<file path="src/rtl/seg_pkg.sv">
// seg_pkg
//   Shared 7-segment definitions for the display blocks.
//   seg_t      : segment vector {g,f,e,d,c,b,a}, active-low (0 = segment lit)
//   SEG_BLANK  : all segments dark
//   SEG_HEX    : active-low glyphs for hex digits 0-9, A, b, C, d, E, F
package seg_pkg;

    typedef logic [6:0] seg_t;

    localparam seg_t SEG_BLANK = 7'h7F;

    localparam seg_t SEG_HEX [16] = '{
        7'h40, 7'h79, 7'h24, 7'h30,
        7'h19, 7'h12, 7'h02, 7'h78,
        7'h00, 7'h10, 7'h08, 7'h03,
        7'h46, 7'h21, 7'h06, 7'h0E
    };

endpackage

</file>
<file path="src/rtl/hex_to_seg.sv">
// hex_to_seg
//   Combinational decode of one hex nibble into its active-low segment glyph.
//   Ports:
//     nibble  in   4   hex digit value
//     seg     out  7   segments {g,f,e,d,c,b,a}, active-low
module hex_to_seg
    import seg_pkg::*;
(
    input  logic [3:0] nibble,
    output logic [6:0] seg
);

    assign seg = SEG_HEX[nibble];

endmodule

</file>
<file path="src/rtl/seg_display_scanner.sv">
// seg_display_scanner
//   Snapshots a register value on LD and scans it continuously, one hex digit
//   at a time, onto a common-anode multiplexed 7-segment display.
//   Ports:
//     CLK  in   1        system clock, rising edge
//     CLR  in   1        asynchronous active-high reset
//     D    in   N        value to display, captured only when LD=1
//     LD   in   1        snapshot strobe
//     EN   in   1        display enable (0 = all dark, scan keeps running)
//     LZB  in   1        leading-zero blanking enable
//     SEG  out  7        segments {g,f,e,d,c,b,a}, active-low, registered
//     AN   out  DIGITS   digit anodes, active-low, registered
//     DP   out  1        decimal point, active-low, always off
module seg_display_scanner
    import seg_pkg::*;
#(
    parameter int N           = 16,
    parameter int REFRESH_DIV = 50000
) (
    input  logic                   CLK,
    input  logic                   CLR,
    input  logic [N-1:0]           D,
    input  logic                   LD,
    input  logic                   EN,
    input  logic                   LZB,
    output logic [6:0]             SEG,
    output logic [(N+3)/4-1:0]     AN,
    output logic                   DP
);

    localparam int DIGITS = (N + 3) / 4;
    localparam int PW     = ($clog2(REFRESH_DIV) > 0) ? $clog2(REFRESH_DIV) : 1;
    localparam int IW     = (DIGITS > 1) ? $clog2(DIGITS) : 1;
    // Round the digit slots up to a power of two so any index value
    // selects a real (zero-padded) nibble; unused slots read as zero.
    localparam int SLOTS  = 1 << IW;
    localparam int PADW   = 4 * SLOTS;

    logic [N-1:0]        shadow;
    logic [PW-1:0]       prescaler;
    logic [IW-1:0]       index;
    logic                tick;
    logic [PADW-1:0]     padded;
    logic [SLOTS-1:0]    upper_zero;
    logic                seen_nonzero;
    logic [3:0]          nibble;
    seg_t                decoded;
    logic                lit;
    logic [DIGITS-1:0]   an_next;

    assign DP = 1'b1;

    // Snapshot register: the display only ever looks at this copy, so D is
    // free to move between LD strobes.
    always_ff @(posedge CLK or posedge CLR) begin
        if (CLR) begin
            shadow <= '0;
        end else if (LD) begin
            shadow <= D;
        end
    end

    assign tick = (prescaler == PW'(REFRESH_DIV - 1));

    // Refresh prescaler and digit index; the index steps once per full
    // prescaler period and wraps after the last digit.
    always_ff @(posedge CLK or posedge CLR) begin
        if (CLR) begin
            prescaler <= '0;
            index     <= '0;
        end else if (tick) begin
            prescaler <= '0;
            index     <= (index == IW'(DIGITS - 1)) ? '0 : index + IW'(1);
        end else begin
            prescaler <= prescaler + PW'(1);
        end
    end

    assign padded = PADW'(shadow);

    // upper_zero[k] is set when nibble k and everything above it are zero,
    // which is exactly the condition for k being a leading zero.
    always_comb begin
        seen_nonzero = 1'b0;
        upper_zero   = '0;
        for (int k = SLOTS - 1; k >= 0; k--) begin
            seen_nonzero  = seen_nonzero | (padded[4*k +: 4] != 4'h0);
            upper_zero[k] = ~seen_nonzero;
        end
    end

    assign nibble = padded[4*index +: 4];

    hex_to_seg u_hex_to_seg (
        .nibble (nibble),
        .seg    (decoded)
    );

    // Digit 0 is exempt from blanking so a zero value still shows "0".
    assign lit = EN && !(LZB && (index != '0) && upper_zero[index]);

    always_comb begin
        an_next = '1;
        for (int k = 0; k < DIGITS; k++) begin
            an_next[k] = !(lit && (index == IW'(k)));
        end
    end

    // Output stage: registering both anodes and segments from the same
    // snapshot of index/shadow keeps them aligned, so a digit never shows a
    // glyph from a different nibble or value.
    always_ff @(posedge CLK or posedge CLR) begin
        if (CLR) begin
            SEG <= SEG_BLANK;
            AN  <= '1;
        end else begin
            SEG <= lit ? decoded : SEG_BLANK;
            AN  <= an_next;
        end
    end

endmodule

</file>
<file path="config.mk">
export PLATFORM = sky130hd
export DESIGN_NAME = seg_display_scanner
export DESIGN_NICKNAME = d
export VERILOG_FILES = /design/src/rtl/seg_pkg.sv /design/src/rtl/hex_to_seg.sv /design/src/rtl/seg_display_scanner.sv
export SDC_FILE = /design/constraint.sdc
export NUM_CORES = 1
export LEC_CHECK = 0
export ABC_AREA = 1
export BUFFER_PORTS_ARGS = -buffer_cell sky130_fd_sc_hd__buf_2
export CAP_MARGIN = 20
export CORE_MARGIN = 2
export CORE_UTILIZATION = 62
export CTS_CLUSTER_DIAMETER = 120
export DETAILED_ROUTE_END_ITERATION = 7
export GPL_ROUTABILITY_DRIVEN = 0
export PLACE_DENSITY = 0.84
export SKIP_LAST_GASP = 1
export SYNTH_ARGS = -nofsm -noshare
export SYNTH_HDL_FRONTEND = slang
export SYNTH_SLANG_ARGS = --single-unit
export TNS_END_PERCENT = 5
</file>
<file path="constraint.sdc">
create_clock -name CLK -period 2.3 [get_ports CLK]
set_input_delay 0 -clock CLK [delete_from_list [all_inputs] [get_ports CLK]]
set_output_delay 0 -clock CLK [all_outputs]
set_load 0.01 [all_outputs]
</file>
======== Word-level counts from Yosys, hierarchy flattened ========
Memory sizes are Yosys's and may differ from the RTL's.
Index checks and enable logic that the tools add are counted.
cells by class
  add/subtract/negate cells ............... 2
  order comparisons ....................... 2
  equality and inequality tests ........... 4
  shifts and indexed selects .............. 1
  muxes and demuxes ....................... 7
  bitwise logic cells ..................... 8
  reduce and logical (&&, ||, !) cells .... 18
operators by type and width
  operator                                             count
  2-to-1 mux 7 bit                                     3
  adder 16 x 1 -> 16 bit (second input constant)       1
  == test 16 bit (second input constant)               1
  2-to-1 mux 16 bit                                    1
  nonzero test 4 bit                                   4
  variable part select 16 x 5 -> 4 bit                 1
  logical AND 1 bit                                    7
  >= comparator 5 bit (second input constant)          1
  zero test 1 bit                                      5
  inverter 4 -> 5 bit                                  1
  == test 2 bit (second input constant)                2
  inverter 1 bit                                       4
  < comparator 2 x 3 -> 1 bit (second input constant)  1
  bitwise OR 1 bit                                     3
  adder 2 x 1 -> 2 bit (second input constant)         1
  binary-select mux 1 bit (select 2 bit)               1
  == test 2 x 1 -> 1 bit (second input constant)       1
  zero test 2 bit                                      1
  2-to-1 mux 2 bit                                     1
  nonzero test 2 bit                                   1
  2-to-1 mux 1 bit                                     1
word-level totals
  register bits ........................... 45
  ROM bits ................................ 112
  bits of input ports ..................... 21
  output and inout bits ................... 12
  word-level logic and storage cells ...... 48
  memories ................................ 1
memory list
  name              depth  bits a word  read ports  clocked after memory_dff  write ports  RTL line          text
  (name not given)  16     7            1           0                         0            hex_to_seg.sv:13  assign seg = SEG_HEX[nibble];

======== Logic depth before layout (Yosys ltp) ========
  depth in word-level cells ............... 12
  gate-level depth with buffers ........... 12
  mapped depth without buffers ............ 11

======== By module ========
Synthesis repeated with hierarchy kept, for this count alone.
second synthesis, totals
  cells, all modules ...................... 308
  area, all modules ....................... 2497.4 sq um
by module, submodules not included
  module               times used  cells each  area each (sq um)  seq. area each (sq um)
  seg_display_scanner  1           259         2223.4             1139.8
  hex_to_seg           1           49          274.0              0.0

======== Worst setup path before layout ========
OpenSTA, ideal clock, no wires.
  path kind ............................... reg-to-reg
  start point ............................. register index[1]
  end point ............................... register SEG[5]
  setup time .............................. 0.079 ns
  arrival ................................. 1.392 ns
  data required time ...................... 2.221 ns
  slack ................................... 0.828 ns
  cell stages (with the launch flop) ...... 10
  path buffers ............................ 0
  period minus slack after synthesis ...... 1.472 ns
  cells stage by stage .................... dfrtp_1 inv_4 nand3_1 nand2_2 inv_2 ha_1 nand3_1 nand2_1 a21oi_1 nand2_1
on the way
  word-level cells in the longest chain between the ends .. 6
  elaborated cells on any way between the ends .. 13
  classes of those cells .................. shift: 1; mux: 5; bitwise: 1; reduce/logical: 5; memory: 1
ends and longest elaborated chain
  what                                                                         RTL line                                      text
  start, declared                                                              seg_display_scanner.sv:41                     logic [IW-1:0] index;
  start signal, assigned                                                       seg_display_scanner.sv:73                     index <= (index == IW'(DIGITS - 1)) ? '0 : index + IW'(1);
  variable part select 16 x 5 -> 4 bit, or another cell as far along           seg_display_scanner.sv:92                     assign nibble = padded[4*index +: 4];
  inverter 4 -> 5 bit (implied by the code), or another cell as far along      hex_to_seg.sv:13
  memory read (16 x 7 bit) or logical AND 1 bit (tied branches)                --
  2-to-1 mux 7 bit (implied by the code) or zero test 1 bit (tied branches)    hex_to_seg.sv:13, seg_display_scanner.sv:100
  2-to-1 mux 7 bit (implied by the code) or logical AND 1 bit (tied branches)  hex_to_seg.sv:13, seg_display_scanner.sv:100
  2-to-1 mux 7 bit (*)                                                         seg_display_scanner.sv:117                    SEG <= lit ? decoded : SEG_BLANK;
  end signal, assigned                                                         seg_display_scanner.sv:117
  end, declared                                                                seg_display_scanner.sv:26                     output logic [6:0] SEG,
Mark *: on every way between the ends. The rest lies on a longest branch, timed or not. The select of a mux whose other input is x is not followed.
A chain may end at the register's enable or synchronous reset.

======== Final worst setup path ========
  start point ............................. register index[0]
  end point ............................... register SEG[5]
Same word-level chain as after synthesis.

==> results_dict.tcl <==
set metrics [dict create \
    hold_violations 0 \
    syn_avg_cell_area_um2 8.51 \
    start_kind "flip-flop" \
    synth_cell_types 31 \
    outcome "completed" \
    p_sw_share_pct 27.1 \
    ant_nets 0 \
    rsz0062_at_grt "false" \
    setup_viol 0 \
    synth_seq_cells 45 \
    dieArea_um2 4660 \
    hold_path_depth 4 \
    io_buffers 31 \
    hold_path.class "in2reg" \
    finalNetCount 384 \
    route.vias.total 2073 \
    crit_arrival_ps 2130 \
    p_clk_share_pct 29.6 \
    syn_area_um2 2560 \
    cellPowerDensity_nw_per_um2 533 \
    r2r_start "index[0]" \
    dp.cells 378 \
    fin_crit_sh_pct 83.2 \
    grtUsageTotal_pct 26.5 \
    p_int_mw 1.17 \
    grt_pass1_wl_mm 8.96 \
    drv_slew 0 \
    drtPass1Iterations 4 \
    cts-resized-gates 0 \
    clk_pin_slew_ps 80 \
    min_period_ps 1910 \
    wl_mm 5.25 \
    critPathRequiredTime_ps 2520 \
    yosys_warnings 0 \
    max_cap_viol_count 0 \
    fp.dieW_um 68.3 \
    die_y_um 68.3 \
    grt_pass1_vias 1951 \
    p_sw_mw 0.433 \
    diodes 0 \
    overflow 0 \
    initial_core_util_pct 64.1 \
    clock-sinks 45 \
    syn_nets 333 \
    syn2layout_area_growth_pct 17.0 \
    post_drt_wl_per_cell_um 13.0 \
    ys_seq_area_share_pct 44.5 \
    reg2reg_depth 10 \
    drc 0 \
    viasPerCell 5.14 \
    fmax_mhz 523 \
    setup_slack_ps 388 \
    crit_path_start "index[0]" \
    pre_cts_slack_ps 447 \
    timing.slew.headroom_pct 54.9 \
    cts_setup_buffers 0 \
    rows 23 \
    drtIter0Drc 172 \
    worst_slew_pin_slew_ps 676 \
    path_max_fanout 13 \
    p_seq_share_pct 54.6 \
    htreeDepth 2 \
    antenna_found_initial 0 \
    clk_latency_ps 310 \
    cts_tree "built" \
    peakVddDrop_mv 0.470 \
    critPathKind "reg2reg" \
    cts_made_buffers 5 \
    fp.coreArea_um2 4000 \
    hold_buffers 17 \
    cts.path.max_buffers 2 \
    boundaryPins 33 \
    dp_hpwl_mm 3.64 \
    drive_gt1_share_pct 28.0 \
    final_cells 403 \
    p_leak_nw 1.51 \
    root_buffer "clkbuf_8" \
    synthCells 301 \
    fin_setup_tns_ps 0 \
    hold_path.startpoint "EN" \
    grt_max_degree 21 \
    endpoint_kind "flip-flop" \
    combPwrFrac_pct 15.8 \
    skew_ps 8.84 \
]
==> final cells by class <==
type                       count  area, um2
clock buffer                   6       72.6
sequential                    45       1140
fill                         289       1000
tap                           50       62.6
clock inverter                 2       10.0
multi-input combinational    211       1220
timing repair buffer          50        340
inverter                      39        149
==> power by group through the flow <==
stage | clock network [mW] | registers [mW] | logic (mW)
after floorplan | 0 | 0.887 | 0.156
after global placement | 0 | 0.885 | 0.218
after detailed placement | 0 | 0.887 | 0.225
after CTS | 0.480 | 0.872 | 0.248
after global routing | 0.513 | 0.878 | 0.287
final | 0.473 | 0.873 | 0.253
==> worst max-delay path, stage by stage, from the launching register on <==
cell and delay [ps]:
dfrtp_1 590, inv_2 200, nand2_1 110, nand3_1 90
nand2_2 150, inv_2 70, ha_1 200, nand3_1 140
nand2_1 80, a21oi_1 140, nand2_1 60
==> through the flow <==
stage / hold slack (ps) / power (mW) / instance area [um2] / utilization, %
CTS: 72.6 / 1.60 / 3000 / 74.9
global route: 85.8 / 1.68 / 3000 / 74.9
detailed placement: 139 / 1.11 / 2750 / 68.6
finish: 75.8 / 1.60 / 3000 / 74.9
floorplan: 117 / 1.04 / 2560 / -
global placement: 122 / 1.10 / 2750 / 68.6
==> cell families after synthesis <==
| family | share of synthesized area [%] |
|---|---|
| multiplexers | 5.27 |
| adder cells (fa/ha/maj) | 5.37 |
| buffers and inverters | 7.76 |
| XOR/XNOR | 2.39 |
| flip-flops | 44.5 |
| other | 0.146 |
| AND/OR/NAND/NOR | 31.5 |
| AO/OA/AOI/OAI | 3.03 |
==> cell usage in the layout (no fill, tap or decap), drive strengths merged <==
master       Yosys  routed
dfrtp           34      34
a21oi            7       7
or2              1       1
inv             39      39
nor2            36      36
o21ai            7       7
nand4            3       3
nand2           89      89
ha              11      11
xor2             7       7
conb             1       1
dlygate4sd3      0      17
clkinv           0       2
clkbuf           1       6
and2b            1       1
nor3             5       5
dfstp           11      11
nand3           31      31
buf              5      33
mux2            12      12
==> layer usage <==
layer | track usage [%] | wire (um)
met5 | 0 | 0
met4 | 11.3 | 149
met3 | 5.76 | 286
met2 | 42.5 | 2530
met1 | 34.8 | 2280
==> cells in the mapped netlist <==
master | number | area [um2]
nand2_1 | 78 | 293
ha_1 | 11 | 138
a21oi_2 | 2 | 17.5
and2b_1 | 1 | 7.51
nor2_4 | 2 | 22.5
nand3_4 | 1 | 17.5
buf_6 | 3 | 33.8
a21oi_1 | 5 | 25.0
nand3_1 | 23 | 115
nand2_4 | 3 | 33.8
nand2_2 | 8 | 50.1
nand3_2 | 7 | 70.1
nor2_2 | 2 | 12.5
or2_1 | 1 | 6.26
mux2_2 | 12 | 135
dfstp_2 | 11 | 289
xor2_1 | 7 | 61.3
nor3_4 | 1 | 16.3
buf_2 | 1 | 5.00
dfrtp_1 | 34 | 851
o21ai_0 | 7 | 35.0
nor3_2 | 1 | 10.0
buf_4 | 1 | 7.51
conb_1 | 1 | 3.75
nor3_1 | 3 | 15.0
clkbuf_1 | 1 | 3.75
inv_2 | 8 | 30.0
nand4_1 | 3 | 18.8
inv_4 | 1 | 6.26
inv_1 | 30 | 113
nor2_1 | 32 | 120
==> flip-flops by register name, summed over array words and instances, names as in the netlist <==
name and cells:
padded 16, prescaler 16, index 2, SEG 7
AN 4
==> path summary, 6_finish.rpt <==
path	slack, ps	end
max	390	SEG[5]
min	80	AN[3]
max reg2reg	390	SEG[5]
min reg2reg	500	prescaler[0]
max in group asynchronous	1280	index[0]
min in group asynchronous	330	prescaler[10]
Power figures use the tool's default switching activity.
